## src/rtl/prach_decim_if.sv

```systemverilog
// Lane/TDM complex sample stream shared by the PRACH mixer and decimation stages.
// Three lanes of 16-bit signed I/Q with a common valid, channel tag and frame sync.
interface prach_decim_if;
  logic [2:0][15:0] dr;
  logic [2:0][15:0] di;
  logic             dv;
  logic [7:0]       chn;
  logic             sync;

  modport master (output dr, di, dv, chn, sync);
  modport slave  (input  dr, di, dv, chn, sync);
endinterface

```

## src/rtl/prach_decim.sv

```systemverilog
// Per-channel integrate-and-dump decimator: averages every DECIM samples of each TDM
// channel with round-half-up, keeping the 3-lane TDM stream format. Two-cycle latency.
module prach_decim #(
  parameter int unsigned DECIM   = 4,
  parameter int unsigned NUM_CHN = 8
) (
  input logic           clk,
  input logic           rst_n,
  prach_decim_if.slave  din,
  prach_decim_if.master dout
);
  localparam int unsigned Lanes = 3;
  localparam int unsigned Log2D = $clog2(DECIM);
  localparam int unsigned Pw    = (Log2D > 0) ? Log2D : 1;
  localparam int unsigned Aw    = 16 + Log2D;
  localparam int unsigned Cw    = (NUM_CHN > 1) ? $clog2(NUM_CHN) : 1;
  localparam logic [Pw-1:0]        PhLast = Pw'(DECIM - 1);
  localparam logic signed [Aw-1:0] Half   = Aw'(DECIM / 2);
  localparam logic [8:0]           ChnLim = 9'(NUM_CHN);

  typedef logic signed [Aw-1:0] acc_t;

  logic [Pw-1:0] phase_q [NUM_CHN];
  logic [Pw-1:0] phase_d [NUM_CHN];
  acc_t          acc_r_q [Lanes][NUM_CHN];
  acc_t          acc_r_d [Lanes][NUM_CHN];
  acc_t          acc_i_q [Lanes][NUM_CHN];
  acc_t          acc_i_d [Lanes][NUM_CHN];

  acc_t          sum_r [Lanes];
  acc_t          sum_i [Lanes];
  logic          accept;
  logic          dump;
  logic [Cw-1:0] ch;
  logic [Pw-1:0] cur_phase;

  acc_t          s1_sum_r [Lanes];
  acc_t          s1_sum_i [Lanes];
  logic          s1_dump;
  logic [7:0]    s1_chn;
  logic          s1_sync;

  assign accept = din.dv && ({1'b0, din.chn} < ChnLim);
  assign ch     = din.chn[Cw-1:0];

  // A sync pulse restarts every channel before this cycle's sample is folded in, so the
  // accumulator of a phase-0 sample is simply ignored rather than cleared.
  always_comb begin
    phase_d   = phase_q;
    acc_r_d   = acc_r_q;
    acc_i_d   = acc_i_q;
    dump      = 1'b0;
    cur_phase = din.sync ? '0 : phase_q[ch];
    for (int l = 0; l < Lanes; l++) begin
      sum_r[l] = '0;
      sum_i[l] = '0;
    end
    if (din.sync) begin
      for (int c = 0; c < NUM_CHN; c++) phase_d[c] = '0;
    end
    if (accept) begin
      for (int l = 0; l < Lanes; l++) begin
        sum_r[l] = ((cur_phase == '0) ? acc_t'(0) : acc_r_q[l][ch]) + acc_t'($signed(din.dr[l]));
        sum_i[l] = ((cur_phase == '0) ? acc_t'(0) : acc_i_q[l][ch]) + acc_t'($signed(din.di[l]));
        acc_r_d[l][ch] = sum_r[l];
        acc_i_d[l][ch] = sum_i[l];
      end
      phase_d[ch] = (cur_phase == PhLast) ? '0 : cur_phase + Pw'(1);
      dump        = (cur_phase == PhLast);
    end
  end

  always_ff @(posedge clk) begin
    if (!rst_n) begin
      for (int c = 0; c < NUM_CHN; c++) begin
        phase_q[c] <= '0;
        for (int l = 0; l < Lanes; l++) begin
          acc_r_q[l][c] <= '0;
          acc_i_q[l][c] <= '0;
        end
      end
      for (int l = 0; l < Lanes; l++) begin
        s1_sum_r[l] <= '0;
        s1_sum_i[l] <= '0;
      end
      s1_dump <= 1'b0;
      s1_chn  <= '0;
      s1_sync <= 1'b0;
    end else begin
      phase_q  <= phase_d;
      acc_r_q  <= acc_r_d;
      acc_i_q  <= acc_i_d;
      s1_sum_r <= sum_r;
      s1_sum_i <= sum_i;
      s1_dump  <= dump;
      s1_chn   <= din.chn;
      s1_sync  <= din.sync;
    end
  end

  // Rounded average always fits 16 bits, so plain truncation is exact.
  always_ff @(posedge clk) begin
    if (!rst_n) begin
      dout.dv   <= 1'b0;
      dout.sync <= 1'b0;
      dout.chn  <= '0;
      dout.dr   <= '0;
      dout.di   <= '0;
    end else begin
      dout.dv   <= s1_dump;
      dout.sync <= s1_sync;
      if (s1_dump) begin
        dout.chn <= s1_chn;
        for (int l = 0; l < Lanes; l++) begin
          dout.dr[l] <= 16'((s1_sum_r[l] + Half) >>> Log2D);
          dout.di[l] <= 16'((s1_sum_i[l] + Half) >>> Log2D);
        end
      end
    end
  end
endmodule
```

## src/flat_wrapper.sv

```systemverilog
// flat-port wrapper written by rule: the top's interface ports become plain ports
module prach_decim_flat 
#(
  parameter int unsigned DECIM   = 4,
  parameter int unsigned NUM_CHN = 8
)
  (clk, rst_n, din_dr, din_di, din_dv, din_chn, din_sync, dout_dr, dout_di, dout_dv, dout_chn, dout_sync);
  prach_decim_if din_i ();
  prach_decim_if dout_i ();
  input logic clk;
  input logic rst_n;
  input wire logic [$bits(din_i.dr)-1:0] din_dr;
  input wire logic [$bits(din_i.di)-1:0] din_di;
  input wire logic [$bits(din_i.dv)-1:0] din_dv;
  input wire logic [$bits(din_i.chn)-1:0] din_chn;
  input wire logic [$bits(din_i.sync)-1:0] din_sync;
  output wire logic [$bits(dout_i.dr)-1:0] dout_dr;
  output wire logic [$bits(dout_i.di)-1:0] dout_di;
  output wire logic [$bits(dout_i.dv)-1:0] dout_dv;
  output wire logic [$bits(dout_i.chn)-1:0] dout_chn;
  output wire logic [$bits(dout_i.sync)-1:0] dout_sync;
  assign din_i.dr = din_dr;
  assign din_i.di = din_di;
  assign din_i.dv = din_dv;
  assign din_i.chn = din_chn;
  assign din_i.sync = din_sync;
  assign dout_dr = dout_i.dr;
  assign dout_di = dout_i.di;
  assign dout_dv = dout_i.dv;
  assign dout_chn = dout_i.chn;
  assign dout_sync = dout_i.sync;
  prach_decim #(.DECIM(DECIM), .NUM_CHN(NUM_CHN)) u_core (.clk(clk), .rst_n(rst_n), .din(din_i), .dout(dout_i));
endmodule
```

## config.mk

```make
export PLATFORM = sky130hd
export DESIGN_NAME = prach_decim_flat
export DESIGN_NICKNAME = d
export VERILOG_FILES = /design/src/rtl/prach_decim_if.sv /design/src/rtl/prach_decim.sv /design/src/flat_wrapper.sv
export SDC_FILE = /design/constraint.sdc
export NUM_CORES = 2
export LEC_CHECK = 0
export CELL_PAD_IN_SITES_DETAIL_PLACEMENT = 0
export CELL_PAD_IN_SITES_GLOBAL_PLACEMENT = 1
export CORE_UTILIZATION = 50
export DETAILED_ROUTE_END_ITERATION = 16
export MAX_ROUTING_LAYER = met4
export PLACE_DENSITY = 0.95
export SLEW_MARGIN = 20
export SYNTH_ARGS = -nofsm -noshare
export SYNTH_HDL_FRONTEND = slang
export SYNTH_SLANG_ARGS = --single-unit
export TNS_END_PERCENT = 100
```

## constraint.sdc

```tcl
create_clock -name clk -period 11.69 [get_ports clk]
set_input_delay 1.169 -clock clk [delete_from_list [all_inputs] [get_ports clk]]
set_output_delay 1.169 -clock clk [all_outputs]
set_load 0.01 [all_outputs]
```

# Yosys cells after proc, flatten, opt, wreduce, memory -nomap -nowiden
# Index checks and enable logic that the tools add are counted.
# totals
ff_bits,1104
latchBits,0
mem_bits_rw,0
mem_bits_ro,0
in_bits,108
out_inout_bits,106
elab_cells,138
mem_count,0
# op_classes
addsub,13
n_mul,0
n_div,0
order_cmp,3
eq_ne,1
shift,0
muxes,42
bitwise_logic,1
n_reduce_logical,4
# op_table
operator,n
bitwise mux 144 bit,6
two-way mux 18 bit,19
binary-select mux 18 bit (select 3 bit),6
adder 18 x 16 -> 18 bit,6
adder 18 x 3 -> 18 bit (second input constant),6
demux 18 bit (select 3 bit),1
two-way mux 16 bit,2
bitwise mux 16 bit,1
two-way mux 2 bit,5
less-than comparator 8 x 4 -> 1 bit (second input constant),1
binary-select mux 2 bit (select 3 bit),1
demux 2 bit (select 3 bit),1
>= comparator 4 bit (second input constant),1
less-than comparator 4 x 1 -> 1 bit (second input constant),1
NOT 3 -> 4 bit,1
adder 2 x 1 -> 2 bit (second input constant),1
== test 2 bit (second input constant),1
logical AND 1 bit,2
zero test 2 bit,1
AND reduction 2 bit,1

# Depth between registers and ports, before layout
# depth
depth_word,9
depth_mapped,26

# Least setup slack after synthesis
# OpenSTA, ideal clock, no wires.
# synth_path
path_type,input to register
from,input din_chn[2]
to,register u_core.acc_i_q[303] (netlist bit)
setup_time_ns,0.070
t_arrival_ns,5.723
required_time_ns,11.620
setup_slack_ns,5.896
cell_stages,22
path_buffers,8
cell_sequence,buf_4 buf_2 buf_2 buf_2 buf_2 a32oi_1 a41o_1 ha_1 clkbuf_1 clkbuf_1 clkbuf_1 nor3_1 o221ai_1 a21oi_1 ha_1 a21o_1 a21oi_1 a21boi_0 mux2_2 nor4_2 nand2_1 a21oi_1
# synth_via
elab_chain_cells,9
# synth_rtl
item,line,source
"start, declared",flat_wrapper.sv:15,input wire logic [$bits(din_i.chn)-1:0] din_chn;
NOT 3 -> 4 bit (implied by the code),"prach_decim.sv:53, prach_decim.sv:64, prach_decim.sv:66",
binary-select mux 2 bit (select 3 bit),prach_decim.sv:53,cur_phase = din.sync ? '0 : phase_q[ch];
two-way mux 2 bit (implied by the code) (2 in series),prach_decim.sv:53,
two-way mux 2 bit,prach_decim.sv:53,
zero test 2 bit,prach_decim.sv:64,sum_i[l] = ((cur_phase == '0) ? acc_t'(0) : acc_i_q[l][ch]) + acc_t'($signed(din.di[l]));
two-way mux 18 bit,prach_decim.sv:64,
adder 18 x 16 -> 18 bit,prach_decim.sv:64,
bitwise mux 144 bit,prach_decim.sv:66,acc_i_d[l][ch] = sum_i[l];
"end signal, assigned",prach_decim.sv:92,acc_i_q <= acc_i_d;
"end, declared",prach_decim.sv:27,acc_t acc_i_q [Lanes][NUM_CHN];
# Parallel ways exist; a longest one is shown, timed or not. The select of a mux whose other input is x is not followed.
# A chain may end at the register's enable or synchronous reset.

# Worst setup path after layout
# layout_path
from,input din_chn[0]
to,register u_core.acc_i_q[248] (netlist bit)
# The elaborated chain is that of the path after synthesis.

==> impl_metrics.env <==
export IMPL_synthCells=6248
export IMPL_hpwl_mm=110
export IMPL_synth_most_common_cell="dfxtp_1"
export IMPL_ys_flop_type="dfxtp_1"
export IMPL_synth_warnings=0
export IMPL_syn_num_nets=6472
export IMPL_synth_enable_flop_cells=0
export IMPL_synth_area_per_cell_um2=8.07
export IMPL_drt_initial_drc_count=7008
export IMPL_synth_sequential_area_ratio_pct=43.6
export IMPL_synth_simple_area_share_pct=20.4
export IMPL_nets=6347
export IMPL_first_pass_iters=9
export IMPL_drt_wirelength_per_cell_um=24.6
export IMPL_maxCapViolations=0
export IMPL_setup_viol=0
export IMPL_fin_skew_ps=23.1
export IMPL_ys_ff_latch=1098
export IMPL_vias=48400
export IMPL_io_buffers=213
export IMPL_fp_dieH_um=319
export IMPL_min_period_ps=7280
export IMPL_dp_cells=7307
export IMPL_setup_tns_ps=0
export IMPL_chipWidth_um=319
export IMPL_cts_hold_buf=0
export IMPL_cp_max_fo=45
export IMPL_p_total_mw=7.95
export IMPL_netlist_top_cells_area="dfxtp_1, nor2_1, a21oi_1"
export IMPL_netlist_area_leader_share_pct=43.6
export IMPL_cts_tree="built"
export IMPL_worst_pin_slew_ps=1190
export IMPL_drive_gt1_share_pct=6.93
export IMPL_cts_sinks=1098
export IMPL_period_share_pct=62.3
export IMPL_relSlewSlack_pct=20.7
export IMPL_initial_core_util_pct=50.4
export IMPL_synth_top_area_cell="dfxtp_1"
export IMPL_grt_pass1_wl_mm=274
export IMPL_fmax_mhz=137
export IMPL_cts_buffers=112
export IMPL_ctsLongestPathBuffers=3
export IMPL_synth_top_family_by_area="compound AO/OA/AOI/OAI gates"
export IMPL_rows=116
export IMPL_powerDensity_mw_per_mm2=140
export IMPL_rsz0062_at_grt="false"
export IMPL_end_kind="register"
export IMPL_cp_arrival_ps=7870
export IMPL_gp_congestion=0.936
export IMPL_io_pins=214
export IMPL_antenna_found_initial=5
export IMPL_dieArea_mm2=0.102
export IMPL_insertion_delay_ps=710
export IMPL_peakVddDrop_uv=116
export IMPL_synthAdderAreaFrac_pct=2.97
export IMPL_htree_num_levels=3
export IMPL_stdcell_count=7509
export IMPL_hp_class="register to register"
export IMPL_grt_max_degree=136
export IMPL_synth_compound_area_share_pct=21.7
export IMPL_fin_util_pct=56.6
export IMPL_synth_common_cells="dfxtp_1, nor2_1, nand2_1"
export IMPL_drv_slew=0
export IMPL_setup_worst_path_start_class="primary input"
export IMPL_postSynth_asyncResetShare_pct=0
export IMPL_outcome="complete, no violations"
export IMPL_gr_total_overflow=0
export IMPL_crit_required_ps=12280
export IMPL_crit_type="primary input to register"
export IMPL_ys_types=95
export IMPL_vias_per_cell=6.44
export IMPL_fp_coreArea_mm2=0.100
export IMPL_hold_violations=0
export IMPL_leakage_nw=20.5
export IMPL_grt_pass1_vias=43500
export IMPL_routed_wl_mm=185
export IMPL_drtAntennaViolNets=0
export IMPL_cts_root_buf="clkbuf_16"
export IMPL_fin_area_mm2=0.0566
export IMPL_syn_to_final_growth_pct=12.3
export IMPL_grt_usage_pct=35.7
export IMPL_clk_pin_slew_ps=60
export IMPL_synthXorXnorAreaFrac_pct=2.81
export IMPL_placedInstanceArea_mm2=0.0528
export IMPL_drc=0
export IMPL_postCtsSetupRepairBufs=0
export IMPL_synthMuxAreaShare_pct=3.88
export IMPL_post_cts_resize_count=0
export IMPL_netlist_area_mm2=0.0504
-- stage by stage --
| stage | hold WS (ps) | worst slack [ps] |
|---|---|---|
| after floorplan | 412 | 5900 |
| after global placement | 416 | 4140 |
| after detailed placement | 427 | 3990 |
| after CTS | 441 | 4700 |
| after global routing | 455 | 4260 |
| final | 437 | 4410 |
-- path summary, 6_finish.rpt --
path	start	end	slack, ps	depth (start not counted)
worst max-delay path	din_chn[0]	u_core.acc_i_q[248]	4410	19
worst min-delay path	u_core.s1_sync	u_core.dout.sync	440	1
worst max register to register	u_core.phase_q[4]	u_core.acc_i_q[248]	6250	16
worst min register to register	u_core.s1_sync	u_core.dout.sync	440	1
-- where the power goes --
group	total [mW]	leakage (nW)	internal, mW	switching [mW]
Sequential	3.75	8.84	3.75	0.00423
Combinational	0.488	9.81	0.130	0.358
Clock	3.71	1.84	2.15	1.56
-- worst max-delay path, stage by stage --
cell and delay (ps):
buf_4 460, nand2b_1 870, nor2_1 260, a22oi_1 270, a41o_1 460, ha_4 710, buf_4 750, nor4_1 140
a21boi_0 160, ha_1 280, inv_1 100, fa_1 240, nor2b_1 70, o21a_1 180, o211ai_1 310, a21o_1 230
o211ai_1 340, and2_0 430, o311ai_0 370
-- sequential cells by signal, summed over array words and instances, names as in the netlist --
signal / cells
u_core.s1_chn: 8
u_core.dout.chn: 8
u_core.phase_q: 16
u_core.dout.dr: 48
u_core.dout.sync: 1
u_core.dout.di: 48
u_core.s1_sum_r: 51
u_core.s1_dump: 1
u_core.acc_i_q: 432
u_core.acc_r_q: 432
u_core.s1_sync: 1
u_core.s1_sum_i: 51
u_core.dout.dv: 1
-- kinds of logic (layout without fill, tap and decap cells) --
family	after synthesis	in the layout
buffers and inverters	573	533
adders and majority gates	116	116
AOI/OAI and AO/OA	1771	1771
xor gates and xnor gates	158	158
DFF	1098	1098
muxes	175	175
other	0	3
and+or+nand+nor	2357	2357
-- placed cells by master (no fill, tap or decap), drive strengths merged, types with 43 or more instances in the layout --
master,instances
xor2,99
inv,47
nand4,53
o22ai,202
or3,55
a211oi,159
mux2i,84
ha,110
xnor2,59
and2,43
nor2,921
mux2,83
nor3,122
clkdlybuf4s50,209
o21a,98
nand2,624
o311ai,49
a21oi,616
nand3,420
clkbuf,156
dfxtp,1098
buf,78
o21ai,372
-- metal layers --
layer  track usage [%]  share of wire, %
met1              48.5                41
met4              13.6               3.9
met5                 -                 0
met3              7.11                13
met2              52.2                43
-- final cells by class --
| cell class | count | area [µm²] |
|---|---|---|
| clock buffers | 155 | 3210 |
| fillers | 8859 | 43400 |
| well taps | 1298 | 1620 |
| multi-input cells | 4577 | 26300 |
| repair buffers | 288 | 2720 |
| clock inverters | 44 | 551 |
| diodes | 3 | 7.51 |
| flip-flops and latches | 1098 | 22000 |
| inverters | 46 | 180 |
(Power assumes the default switching activity.)
